**src/rtl/bridge_pkg.sv**
```systemverilog
// Shared address map, register-file offsets and decode region type for the
// system bridge and its interrupt/fault controller.
package bridge_pkg;

   localparam logic [31:0] DM_LIMIT   = 32'h0000_3000;
   localparam logic [31:0] TMR_BASE   = 32'h0000_7f00;
   localparam logic [31:0] TMR_STRIDE = 32'h0000_0010;
   localparam logic [31:0] TMR_SPAN   = 32'h0000_000c;
   localparam logic [31:0] IC_BASE    = 32'h0000_7f40;
   localparam logic [31:0] IC_SPAN    = 32'h0000_0010;

   localparam logic [1:0] IC_IM    = 2'd0;
   localparam logic [1:0] IC_IP    = 2'd1;
   localparam logic [1:0] IC_ERR   = 2'd2;
   localparam logic [1:0] IC_EADDR = 2'd3;

   localparam int HWINT_W = 6;

   typedef enum logic [1:0] {
      RGN_NONE,
      RGN_DM,
      RGN_TMR,
      RGN_IC
   } region_t;

endpackage

```
**src/rtl/sys_bridge_ic_irq_ctrl.sv**
```systemverilog
// Interrupt mask, ext-edge pending bits, registered HWInt vector and sticky
// first-fault capture, plus the combinational read of those registers.
module irq_ctrl
   import bridge_pkg::*;
#(
   parameter int NUM_TIMERS = 2,
   parameter int NUM_EXT    = 1
) (
   input  logic                            clk,
   input  logic                            reset,
   input  logic                            ic_we,
   input  logic [1:0]                      ic_sel,
   input  logic [NUM_TIMERS+NUM_EXT-1:0]   wdata,
   input  logic                            fault,
   input  logic [31:0]                     fault_addr,
   input  logic [NUM_TIMERS-1:0]           tmr_irq,
   input  logic [NUM_EXT-1:0]              ext_irq,
   output logic [31:0]                     rd_word,
   output logic [HWINT_W-1:0]              hwint,
   output logic                            err
);

   localparam int NUM_SRC = NUM_TIMERS + NUM_EXT;

   logic [NUM_SRC-1:0] im;
   logic [NUM_EXT-1:0] ext_prev;
   logic [NUM_EXT-1:0] ext_pend;
   logic [NUM_EXT-1:0] ext_rise;
   logic [NUM_EXT-1:0] ext_clr;
   logic [NUM_SRC-1:0] pend_vec;
   logic [31:0]        eaddr;

   assign ext_rise = ext_irq & ~ext_prev;
   assign ext_clr  = (ic_we && ic_sel == IC_IP) ? wdata[NUM_SRC-1:NUM_TIMERS] : '0;
   assign pend_vec = {ext_pend, tmr_irq};

   always_ff @(posedge clk) begin
      if (!reset) begin
         im       <= '0;
         ext_prev <= '0;
         ext_pend <= '0;
         hwint    <= '0;
         err      <= 1'b0;
         eaddr    <= '0;
      end else begin
         ext_prev <= ext_irq;
         // a new edge beats a simultaneous W1C so no pulse is lost
         ext_pend <= (ext_pend & ~ext_clr) | ext_rise;
         hwint    <= HWINT_W'(pend_vec & im);
         if (ic_we && ic_sel == IC_IM)
            im <= wdata;
         if (fault && !err) begin
            err   <= 1'b1;
            eaddr <= fault_addr;
         end else if (ic_we && ic_sel == IC_ERR) begin
            err <= 1'b0;
         end
      end
   end

   always_comb begin
      rd_word = '0;
      case (ic_sel)
         IC_IM:    rd_word = 32'(im);
         IC_IP:    rd_word = 32'(pend_vec);
         IC_ERR:   rd_word[0] = err;
         default:  rd_word = eaddr;
      endcase
   end

endmodule

```
**src/rtl/sys_bridge_ic.sv**
```systemverilog
// CPU data-port bridge: decodes onto DM, timer slaves and the on-bridge
// interrupt/fault register file, and muxes read data back combinationally.
module sys_bridge_ic
   import bridge_pkg::*;
#(
   parameter int          NUM_TIMERS = 2,
   parameter int          NUM_EXT    = 1,
   parameter logic [31:0] DM_LIMIT   = bridge_pkg::DM_LIMIT,
   parameter logic [31:0] TMR_BASE   = bridge_pkg::TMR_BASE,
   parameter logic [31:0] TMR_STRIDE = bridge_pkg::TMR_STRIDE,
   parameter logic [31:0] TMR_SPAN   = bridge_pkg::TMR_SPAN,
   parameter logic [31:0] IC_BASE    = bridge_pkg::IC_BASE
) (
   input  logic                       clk,
   input  logic                       reset,
   input  logic [31:0]                cpu_addr,
   input  logic [31:0]                cpu_wdata,
   input  logic [3:0]                 cpu_byteen,
   input  logic                       cpu_re,
   output logic [31:0]                cpu_rdata,
   output logic [HWINT_W-1:0]         cpu_hwint,
   output logic [31:0]                dm_addr,
   output logic [31:0]                dm_wdata,
   output logic [3:0]                 dm_byteen,
   input  logic [31:0]                dm_rdata,
   output logic [29:0]                tmr_addr,
   output logic [31:0]                tmr_din,
   output logic [NUM_TIMERS-1:0]      tmr_we,
   input  logic [32*NUM_TIMERS-1:0]   tmr_dout,
   input  logic [NUM_TIMERS-1:0]      tmr_irq,
   input  logic [NUM_EXT-1:0]         ext_irq,
   output logic                       bus_err
);

   localparam int NUM_SRC = NUM_TIMERS + NUM_EXT;

   if (NUM_SRC > HWINT_W || NUM_TIMERS < 1 || NUM_EXT < 1) begin : g_bad_src
      $error("sys_bridge_ic: NUM_TIMERS+NUM_EXT must fit the 6-bit HWInt vector");
   end

   for (genvar k = 0; k < NUM_TIMERS; k++) begin : g_map_chk
      localparam logic [31:0] T_LO = TMR_BASE + 32'(k) * TMR_STRIDE;
      if (IC_BASE < T_LO + TMR_SPAN && T_LO < IC_BASE + IC_SPAN) begin : g_overlap
         $error("sys_bridge_ic: IC window overlaps a timer window");
      end
   end

   logic                  dm_hit;
   logic                  ic_hit;
   logic [NUM_TIMERS-1:0] tmr_hit;
   logic [31:0]           tmr_rd;
   region_t               region;
   logic                  access;
   logic                  wr_full;
   logic                  illegal;
   logic                  fault;
   logic                  ic_we;
   logic [31:0]           ic_rd;

   always_comb begin
      dm_hit  = cpu_addr < DM_LIMIT;
      ic_hit  = (cpu_addr >= IC_BASE) && (cpu_addr < IC_BASE + IC_SPAN);
      tmr_hit = '0;
      tmr_rd  = '0;
      for (int k = 0; k < NUM_TIMERS; k++) begin
         if (cpu_addr >= TMR_BASE + 32'(k) * TMR_STRIDE &&
             cpu_addr <  TMR_BASE + 32'(k) * TMR_STRIDE + TMR_SPAN) begin
            tmr_hit[k] = 1'b1;
            tmr_rd     = tmr_dout[32*k +: 32];
         end
      end
      region = RGN_NONE;
      if (dm_hit)
         region = RGN_DM;
      else if (|tmr_hit)
         region = RGN_TMR;
      else if (ic_hit)
         region = RGN_IC;
   end

   // peripheral registers only take whole words; partial writes there are faults
   assign access  = cpu_re | (|cpu_byteen);
   assign wr_full = cpu_byteen == 4'hf;
   assign illegal = (|cpu_byteen) && !wr_full && (region == RGN_TMR || region == RGN_IC);
   assign fault   = access && (region == RGN_NONE || illegal);

   assign dm_addr   = cpu_addr;
   assign dm_wdata  = cpu_wdata;
   assign dm_byteen = (region == RGN_DM) ? cpu_byteen : 4'h0;
   assign tmr_addr  = cpu_addr[31:2];
   assign tmr_din   = cpu_wdata;
   assign tmr_we    = wr_full ? tmr_hit : '0;
   assign ic_we     = (region == RGN_IC) && wr_full;

   always_comb begin
      case (region)
         RGN_DM:  cpu_rdata = dm_rdata;
         RGN_TMR: cpu_rdata = tmr_rd;
         RGN_IC:  cpu_rdata = ic_rd;
         default: cpu_rdata = '0;
      endcase
   end

   irq_ctrl #(
      .NUM_TIMERS (NUM_TIMERS),
      .NUM_EXT    (NUM_EXT)
   ) u_irq_ctrl (
      .clk        (clk),
      .reset      (reset),
      .ic_we      (ic_we),
      .ic_sel     (cpu_addr[3:2]),
      .wdata      (cpu_wdata[NUM_SRC-1:0]),
      .fault      (fault),
      .fault_addr (cpu_addr),
      .tmr_irq    (tmr_irq),
      .ext_irq    (ext_irq),
      .rd_word    (ic_rd),
      .hwint      (cpu_hwint),
      .err        (bus_err)
   );

endmodule
```
**config.mk**
```make
export PLATFORM = sky130hd
export DESIGN_NAME = sys_bridge_ic
export DESIGN_NICKNAME = d
export VERILOG_FILES = /design/src/rtl/bridge_pkg.sv /design/src/rtl/sys_bridge_ic_irq_ctrl.sv /design/src/rtl/sys_bridge_ic.sv
export SDC_FILE = /design/constraint.sdc
export NUM_CORES = 1
export LEC_CHECK = 0
export ABC_AREA = 0
export CAP_MARGIN = 5
export CORE_AREA = 2 2 132 134
export CTS_CLUSTER_DIAMETER = 30
export DETAILED_ROUTE_END_ITERATION = 6
export DIE_AREA = 0 0 134 136
export PLACE_DENSITY = 0.71
export SLEW_MARGIN = 20
export SYNTH_ARGS = -nofsm -noshare
export SYNTH_HDL_FRONTEND = slang
export SYNTH_SLANG_ARGS = --single-unit
```
**constraint.sdc**
```tcl
create_clock -name clk -period 3.9 [get_ports clk]
set_clock_uncertainty 0.05 [all_clocks]
set_input_delay 0.585 -clock clk [delete_from_list [all_inputs] [get_ports clk]]
set_output_delay 0.585 -clock clk [all_outputs]
set_load 0.005 [all_outputs]
```
# Word level (Yosys, flattened, before mapping)
# Cells that the tools add are included.
totals:
  ff_bits: 44
  out_inout_bits: 171
op_classes:
  muxes: 15
  n_reduce_logical: 20
  magnitude_cmp: 7
  n_bitwise: 7
  eq_ne: 6
ops:
  columns: ["cell", "n"]
  rows:
  - ["32-bit by 15-bit >= comparator with 1-bit output, second input constant", 3]
  - ["32-bit by 15-bit less-than comparator with 1-bit output, second input constant", 3]
  - ["32-bit case mux with 3 select lines", 1]
  - ["31-bit case mux with 3 select lines", 1]
  - ["32-bit 2-to-1 mux", 2]
  - ["32-bit by 14-bit less-than comparator with 1-bit output, second input constant", 1]
  - ["1-bit logical AND", 11]
  - ["2-bit 2-to-1 mux", 4]
  - ["2-bit equality test, second input constant", 3]
  - ["1-bit 2-to-1 mux", 5]
  - ["2-bit by 1-bit equality test with 1-bit output, second input constant", 2]
  - ["4-bit equality test, second input constant", 1]
  - ["2-bit zero test", 2]
  - ["4-bit 2-to-1 mux", 1]
  - ["4-bit OR reduction", 1]
  - ["3-bit AND", 1]
  - ["1-bit case mux with 3 select lines", 1]
  - ["1-bit AND", 2]
  - ["1-bit zero test", 2]
  - ["1-bit logical OR", 2]
  - ["1-bit NOT", 2]
  - ["1-bit bitwise OR", 2]
  - ["2-bit nonzero test", 1]
  - ["2-bit OR reduction", 1]

# Depth between registers and ports, before layout
# Gate-level depths: netlist of the first run.
depth:
  depth_word: 13
  ltp_mapped: 8

# Cells and area by module
# Synthesis of the first run repeated with hierarchy kept, for this count alone.
hier_totals:
  cells_unflattened: 463
  area_unflattened_um2: 3747.3
by_module_without_submodules:
  columns: ["module", "area_each_um2", "n_inst", "cells_per_inst", "seq_area_each_um2"]
  rows:
  - ["sys_bridge_ic", 1891.8, 1, 243, 0.0]
  - ["irq_ctrl", 1855.5, 1, 220, 820.8]

# Worst setup path before layout of the first run
# Ideal clock, no wire load.
synth_path:
  kind: "input -> output"
  start: "input port cpu_addr[31]"
  end: "output port cpu_rdata[12]"
  cell_stages: 7
  path_buffers: 2
  arrival_ns: 2.432
  required_time_ns: 3.265
  path_slack_ns: 0.833
  cell_sequence: "or4_1 > or4_4 > nor4_2 > buf_4 > buf_6 > nand2_1 > o211ai_1"
synth_via:
  elab_chain_cells: 8
synth_lines:
  columns: ["item", "line", "rtl"]
  rows:
  - ["from (decl)", "sys_bridge_ic.sv:16", "input logic [31:0] cpu_addr,"]
  - ["32-bit by 15-bit >= comparator with 1-bit output or 32-bit by 15-bit less-than comparator with 1-bit output (tied branches)", "sys_bridge_ic.sv:66, sys_bridge_ic.sv:67", null]
  - ["1-bit logical AND", "sys_bridge_ic.sv:66", "if (cpu_addr >= TMR_BASE + 32'(k) * TMR_STRIDE &&"]
  - ["1-bit 2-to-1 mux", "sys_bridge_ic.sv:66", null]
  - ["2-bit OR reduction", "sys_bridge_ic.sv:75", "else if (|tmr_hit)"]
  - ["2-bit 2-to-1 mux", "sys_bridge_ic.sv:75", null]
  - ["2-bit 2-to-1 mux", "sys_bridge_ic.sv:73", "if (dm_hit)"]
  - ["2-bit equality test or 2-bit by 1-bit equality test with 1-bit output (tied branches)", "sys_bridge_ic.sv:96", "case (region)"]
  - ["32-bit case mux with 3 select lines (*)", "sys_bridge_ic.sv:96", null]
  - ["to (decl)", "sys_bridge_ic.sv:20", "output logic [31:0] cpu_rdata,"]
# Every way passes the cells marked *; elsewhere a longest branch is shown, timed or not.

# Worst setup path in the final report of the first run
layout_path:
  start: "input port cpu_addr[5]"
  end: "output port cpu_rdata[5]"
# Same word-level chain as after synthesis.

==> results.py, run 1 <==
metrics = {
    "drt": {
        "post_drt_wl_per_cell_um": 16.61,
        "wl_mm": 14.21,
        "avgViaCountPerCell": 4.332,
        "vias": 3708,
        "drc": 0,
        "ant_nets": 0,
        "drtIter0Drc": 161,
        "drtPass1Iterations": 4,
    },
    "timing": {
        "drv_slew": 0,
        "setup-violations-final": 0,
        "grt_setup_unrepaired": "no",
        "setup_tns_ns": 0,
        "max_freq_mhz": 263.3,
        "tightest_slew_ns": 0.6167,
        "fin_ws_ns": 0.1016,
        "min_period_ns": 3.798,
        "slew_headroom_pct": 58.89,
        "hold_viol_final": 0,
        "period_share_pct": 97.39,
    },
    "outcome": {
        "status": "completed",
    },
    "pwr": {
        "p_sw_share_pct": 26.17,
        "clkPwrFrac_pct": 33.2,
        "power.switching_uw": 337.2,
        "internal-power_uw": 951.2,
        "ir_drop_v": 0.0001582,
        "combinationalPowerShare_pct": 30.8,
        "p_leak_uw": 0.002511,
        "seqPwrFrac_pct": 36.0,
        "powerDensity_nw_per_um2": 218.4,
    },
    "setup_path": {
        "worst-setup-path-type": "primary input to output pin",
        "cp_data_arrival_time_ns": 3.16,
        "cp.required_ns": 3.26,
        "cp-end-kind": "output pin",
        "regToRegSetupSlack_ns": 2.15,
        "crit_path_start_kind": "primary input",
        "cp_max_fo": 4,
    },
    "clocking": {
        "clock_latency_ns": 0.29,
        "numCtsBuffers": 5,
        "cts_hold_buf": 0,
        "cts_root_buffer": "clkbuf_16",
        "htree_levels": 2,
        "cts_tree": "yes",
        "clk_pin_slew_ns": 0.06,
        "clockBufferDepth": 2,
        "cts_sinks": 41,
    },
    "placement": {
        "hpwl_mm": 11.10,
        "place_ws_ns": -0.3606,
        "portBuffers": 250,
        "gp_congestion": 0.8014,
    },
    "floorplanning": {
        "start_util_pct": 22.15,
        "die_area_um2": 18220,
        "die_h_um": 136,
        "ios": 341,
        "row_count": 48,
        "die_w_um": 134,
        "coreArea_um2": 16880,
    },
    "grt": {
        "grt_pass1_vias": 3643,
        "antenna_found_initial": 0,
        "grt_usage_pct": 14.98,
        "grt_pass1_wl_mm": 20.56,
        "grt.overflow.total": 0,
        "grt_max_degree": 60,
    },
    "synth": {
        "avgSynthCellArea_um2": 7.674,
        "synthTopCellsByArea": "buf_4 27%, dfxtp_1 22%, mux2i_1 18%, nand2_1 13%, o211ai_1 5.8%",
        "yosys_most_used_dff": "dfxtp_1",
        "synth_top_area_share_pct": 26.72,
        "synthArstFlopShare_pct": 0,
        "yosysWarnings": 0,
        "synth_cell_types": 41,
        "syn_area_um2": 3737,
        "synthCells": 487,
        "synth_seq_cells": 41,
        "yosysTopAreaCell": "buf_4",
        "yosysSeqAreaShare_pct": 21.96,
        "synth_edf_count": 0,
    },
    "flow_run": {
        "drv_cap": 0,
    },
    "layout": {
        "drive_above_1_share_pct": 9.826,
        "num_antenna_cells": 0,
        "synthToLayoutAreaGrowth_pct": 57.85,
        "nets": 801,
        "fin_util_pct": 34.96,
    },
    "worst_hold_path": {
        "hp-class": "flop to flop",
    },
}
## Yosys cell counts (2+ instances only)
master and n:
clkbuf_1 19, nor2_1 4, a31oi_1 3, nand4_1 3, and3_1 7, o21a_1 2
buf_4 133, nor2b_1 4, buf_2 2, dfxtp_1 41, mux2i_1 66, nand2_1 131
and4_1 2, nor4_1 2, or4_1 2, a21oi_1 2, nor3_1 4, nor3b_1 2
a22oi_1 2, o21ai_0 5, inv_1 3, o211ai_1 29
## flip-flops by register name, indices dropped and copies added (netlist names)
register and flops:
u_irq_ctrl.eaddr 32, u_irq_ctrl.err 1, u_irq_ctrl.ext_pend 1, u_irq_ctrl.ext_prev 1
u_irq_ctrl.hwint 3, u_irq_ctrl.im 3
## worst paths after layout
kind,cells past startpoint,end,startpoint
max,9,cpu_rdata[5],cpu_addr[5]
min,2,u_irq_ctrl.eaddr[5],u_irq_ctrl.eaddr[5]
max reg2reg,5,u_irq_ctrl.eaddr[11],u_irq_ctrl.err
min reg2reg,2,u_irq_ctrl.eaddr[5],u_irq_ctrl.eaddr[5]
## cell families (layout without fill, tap and decap cells)
| logic type | after synthesis | in the layout | share of synthesized area (%) |
|---|---|---|---|
| flops | 41 | 41 | 21.96 |
| buf+inv | 159 | 301 | 29.59 |
| mux | 68 | 68 | 18.58 |
| compound gates | 49 | 49 | 9.441 |
| simple gates | 169 | 169 | 20.32 |
| other cells | 1 | 3 | 0.1003 |
## routing by layer
metal	GRT usage [%]	routed length (µm)	vias to the layer above
li1	-	-	1802
met1	17.91	5703	1694
met2	25.90	6875	168
met3	3.095	1144	44
met4	6.678	490	0
met5	0	0	-
## layout by cell type (no fill, tap or decap), types with 2 or more instances in the layout
cell and n:
clkbuf_16 5, mux2i_1 66, nor2b_1 4, dlymetal6s2s_1 2, and3_1 7, a31oi_1 3, nand2_1 131, nor3_1 4
inv_1 3, o211ai_1 29, o21a_1 2, dlygate4sd2_1 28, nor4_4 2, buf_4 39, conb_1 3, or4_4 2
and2_1 2, a22oi_1 2, and4_1 2, buf_12 2, clkdlybuf4s50_1 215, dfxtp_1 41, nor2_1 4, nor3b_1 2
o21ai_1 2, buf_2 3, a21oi_1 2, nand4_1 3, o21ai_0 4
## power by group through the flow
stage               Sequential, µW  Combinational (µW)  Clock, µW
floorplan                      467                 218          0
global placement               473                 395          0
detailed placement             472                 398          0
CTS                            463                 401        445
global route                   467                 427        463
finish                         464                 396        428
## worst max-delay path, cell delays in order
cell,delay (ns)
clkdlybuf4s50_1,0.44
or4b_4,0.55
or4_4,0.54
nor4_4,0.35
buf_4,0.19
buf_4,0.12
nand2_1,0.06
o211ai_1,0.08
dlygate4sd2_1,0.25
## layout make-up
class | count | area [µm²]
repair buffers | 291 | 2791
well taps | 225 | 281.5
fillers | 1791 | 10980
clock inverters | 1 | 7.507
inverters | 3 | 11.26
multi-input cells | 289 | 1848
flip-flops and latches | 41 | 820.8
clock buffers | 6 | 138.9
## per-stage QoR
| stage | power (µW) | instances | instance area (µm²) | hold slack, ns |
|---|---|---|---|---|
| floorplan | 685.4 | 489 | 3745 | 0.3813 |
| global placement | 868.5 | 846 | 5751 | 0.3937 |
| detailed placement | 870.7 | 846 | 5751 | 0.3977 |
| CTS | 1310 | 856 | 5878 | 0.4094 |
| global route | 1357 | 856 | 5899 | 0.4268 |
| finish | 1288 | 856 | 5899 | 0.4060 |
## what timing repair did
action,4_1_cts,5_1_grt
resized for setup,39,6
setup endpoints to repair,33,29
setup buffers,3,0
pin swaps,0,2
Power figures use the tool's default switching activity.
==> run 2: changes to the inputs <==
==> constraint.sdc (replaced) <==
create_clock -name clk -period 3.9 [get_ports clk]
set_clock_uncertainty 0.05 [all_clocks]
set_input_delay 0.78 -clock clk [delete_from_list [all_inputs] [get_ports clk]]
set_output_delay 0.78 -clock clk [all_outputs]
set_load 0.005 [all_outputs]
==> run 2 against run 1 <==
Die area did not move; total power rose by 0.35%; non-clock buffer count rose by 30; register-to-register slack got worse by 0.02 ns; global-route usage rose by 1.6 points; critical path depth rose by 1; routed wire length rose by 9.5%; sequential power barely moved; hold slack improved by 0.0035 ns; largest cell class unchanged; largest power group unchanged.
==> results.py, run 2 (synthesis results as in run 1) <==
metrics = {
    "grt": {
        "grt.overflow.total": 0,
        "antenna_found_initial": 0,
        "grt_pass1_vias": 3736,
        "grt_usage_pct": 16.61,
        "grt_max_degree": 54,
        "grt_pass1_wl_mm": 22.34,
    },
    "setup_path": {
        "cp_num_buf_inv": 5,
        "crit_path_cell_trace": "clkdlybuf4s15_1, or4_4, or4_4, buf_6, nor2_4, nand2_4, buf_12, buf_12, o211ai_1, buf_2",
        "cp.required_ns": 3.07,
        "cp-end-kind": "output pin",
        "crit_path_start_kind": "primary input",
        "max_stage_delay_ns": 0.55,
        "crit_slowest_cell": "or4_4",
        "cp_top_family": "simple AND/OR/NAND/NOR gates",
        "worst-setup-path-type": "primary input to output pin",
        "cp_data_arrival_time_ns": 2.98,
        "cp_max_fo": 5,
    },
    "timing": {
        "holdWs_ns": 0.4095,
        "min_period_ns": 3.812,
        "max_freq_mhz": 262.3,
        "hold_viol_final": 0,
        "drv_slew": 0,
        "grt_setup_unrepaired": "no",
        "slew_headroom_pct": 34.27,
        "setup-violations-final": 0,
        "period_share_pct": 97.74,
        "tightest_slew_ns": 0.9860,
    },
    "outcome": {
        "status": "completed",
    },
    "floorplanning": {
        "die_h_um": 136,
        "ios": 341,
        "coreArea_um2": 16880,
        "row_count": 48,
        "start_util_pct": 22.15,
        "die_area_um2": 18220,
        "die_w_um": 134,
    },
    "drt": {
        "wl_mm": 15.57,
        "avgViaCountPerCell": 4.345,
        "vias": 3854,
        "drtPass1Iterations": 4,
        "post_drt_wl_per_cell_um": 17.55,
        "drc": 0,
        "drtIter0Drc": 162,
        "ant_nets": 0,
    },
    "clocking": {
        "cts_sinks": 41,
        "cts_hold_buf": 0,
        "numCtsBuffers": 5,
        "cts_tree": "yes",
        "htree_levels": 2,
        "clockBufferDepth": 2,
        "clock_latency_ns": 0.29,
        "cts_root_buffer": "clkbuf_16",
        "clk_pin_slew_ns": 0.06,
    },
    "pwr": {
        "powerDensity_nw_per_um2": 208.2,
        "ir_drop_v": 0.0001270,
        "p_leak_uw": 0.002735,
    },
    "layout": {
        "fin_cells": 887,
        "final_cell_mix": "198 x clkdlybuf4s50_1, 125 x nand2_1, 66 x mux2i_1",
        "drive_above_1_share_pct": 19.94,
        "final_common_cell": "clkdlybuf4s50_1",
        "synthToLayoutAreaGrowth_pct": 66.15,
        "num_antenna_cells": 0,
        "top_regs": "u_irq_ctrl.eaddr (32), u_irq_ctrl.hwint (3), u_irq_ctrl.im (3)",
        "seqCellArea_um2": 820.8,
        "multi_input_area_um2": 1871,
        "regMostFlops": "u_irq_ctrl.eaddr",
        "largest_register_ffs": 32,
        "nets": 831,
        "fillers": 1754,
    },
    "worst_hold_path": {
        "hp-class": "flop to flop",
    },
    "placement": {
        "portBuffers": 250,
        "place_inst": 862,
        "hpwl_mm": 11.57,
        "gp_congestion": 0.7911,
    },
    "flow_run": {
        "drv_cap": 0,
    },
}
==> run 2: repair_timing <==
item / 4_1_cts / 5_1_grt
cloned: 5 / 0
endpoints found under the hold margin: 0 / 0
endpoints found under the setup margin: 34 / 33
setup buffers: 11 / 0
resized for setup: 163 / 20
pin swaps: 13 / 11
==> run 2: tightest hold or removal path, delay by kind of cell (launching register included) <==
kind	cells	cell delay, ns
mux	1	0.05
flops	1	0.31
simple gates	1	0.05
==> run 2: worst paths after layout <==
kind / slack (ns) / to / from / cells past startpoint
worst max register to register: 2.13 / u_irq_ctrl.eaddr[18] / u_irq_ctrl.err / 5
worst min-delay path: 0.41 / u_irq_ctrl.eaddr[20] / u_irq_ctrl.eaddr[20] / 2
worst min register to register: 0.41 / u_irq_ctrl.eaddr[20] / u_irq_ctrl.eaddr[20] / 2
worst max-delay path: 0.09 / cpu_rdata[31] / cpu_addr[24] / 10
==> run 2: area by class of cell <==
cell class / instances / share of cell area, %
clock buffer: 7 / 2.136
clock inverter: 1 / 0.1209
inverter: 3 / 0.1813
multi-input combinational: 289 / 30.12
sequential: 41 / 13.22
tap: 225 / 4.534
timing repair buffer: 321 / 49.69
==> run 2: metal layers <==
| layer | up-vias | GRT usage, % | wire length (µm) |
|---|---|---|---|
| li1 | 1871 | - | - |
| met1 | 1763 | 19.28 | 6242 |
| met2 | 169 | 29.43 | 7685 |
| met3 | 51 | 3.803 | 1096 |
| met4 | 0 | 6.856 | 543 |
| met5 | - | 0 | 0 |
==> run 2: through the flow <==
stage	power [µW]	util (%)	setup slack [ns]	setup TNS [ns]	area, µm²
after global placement	883.5	35.01	-0.7456	-22.92	5908
after global routing	1368	36.80	0.005475	0	6210
after floorplan	685.4	-	0.4429	0	3745
after CTS	1317	36.70	0.005927	0	6193
after detailed placement	885.7	35.01	-0.7892	-24.55	5908
final	1293	36.80	0.08825	0	6210
==> run 2: where the power goes <==
group          switching [µW]  internal (µW)
sequential               17.8            448
combinational             147            260
clock                     182            238
total                     347            946
==> run 3: changes to the inputs <==
- CTS_CLUSTER_DIAMETER: 30 -> default
==> results of run 3 <==
The final DEF is identical to that of run 2; final timing and power are the same.
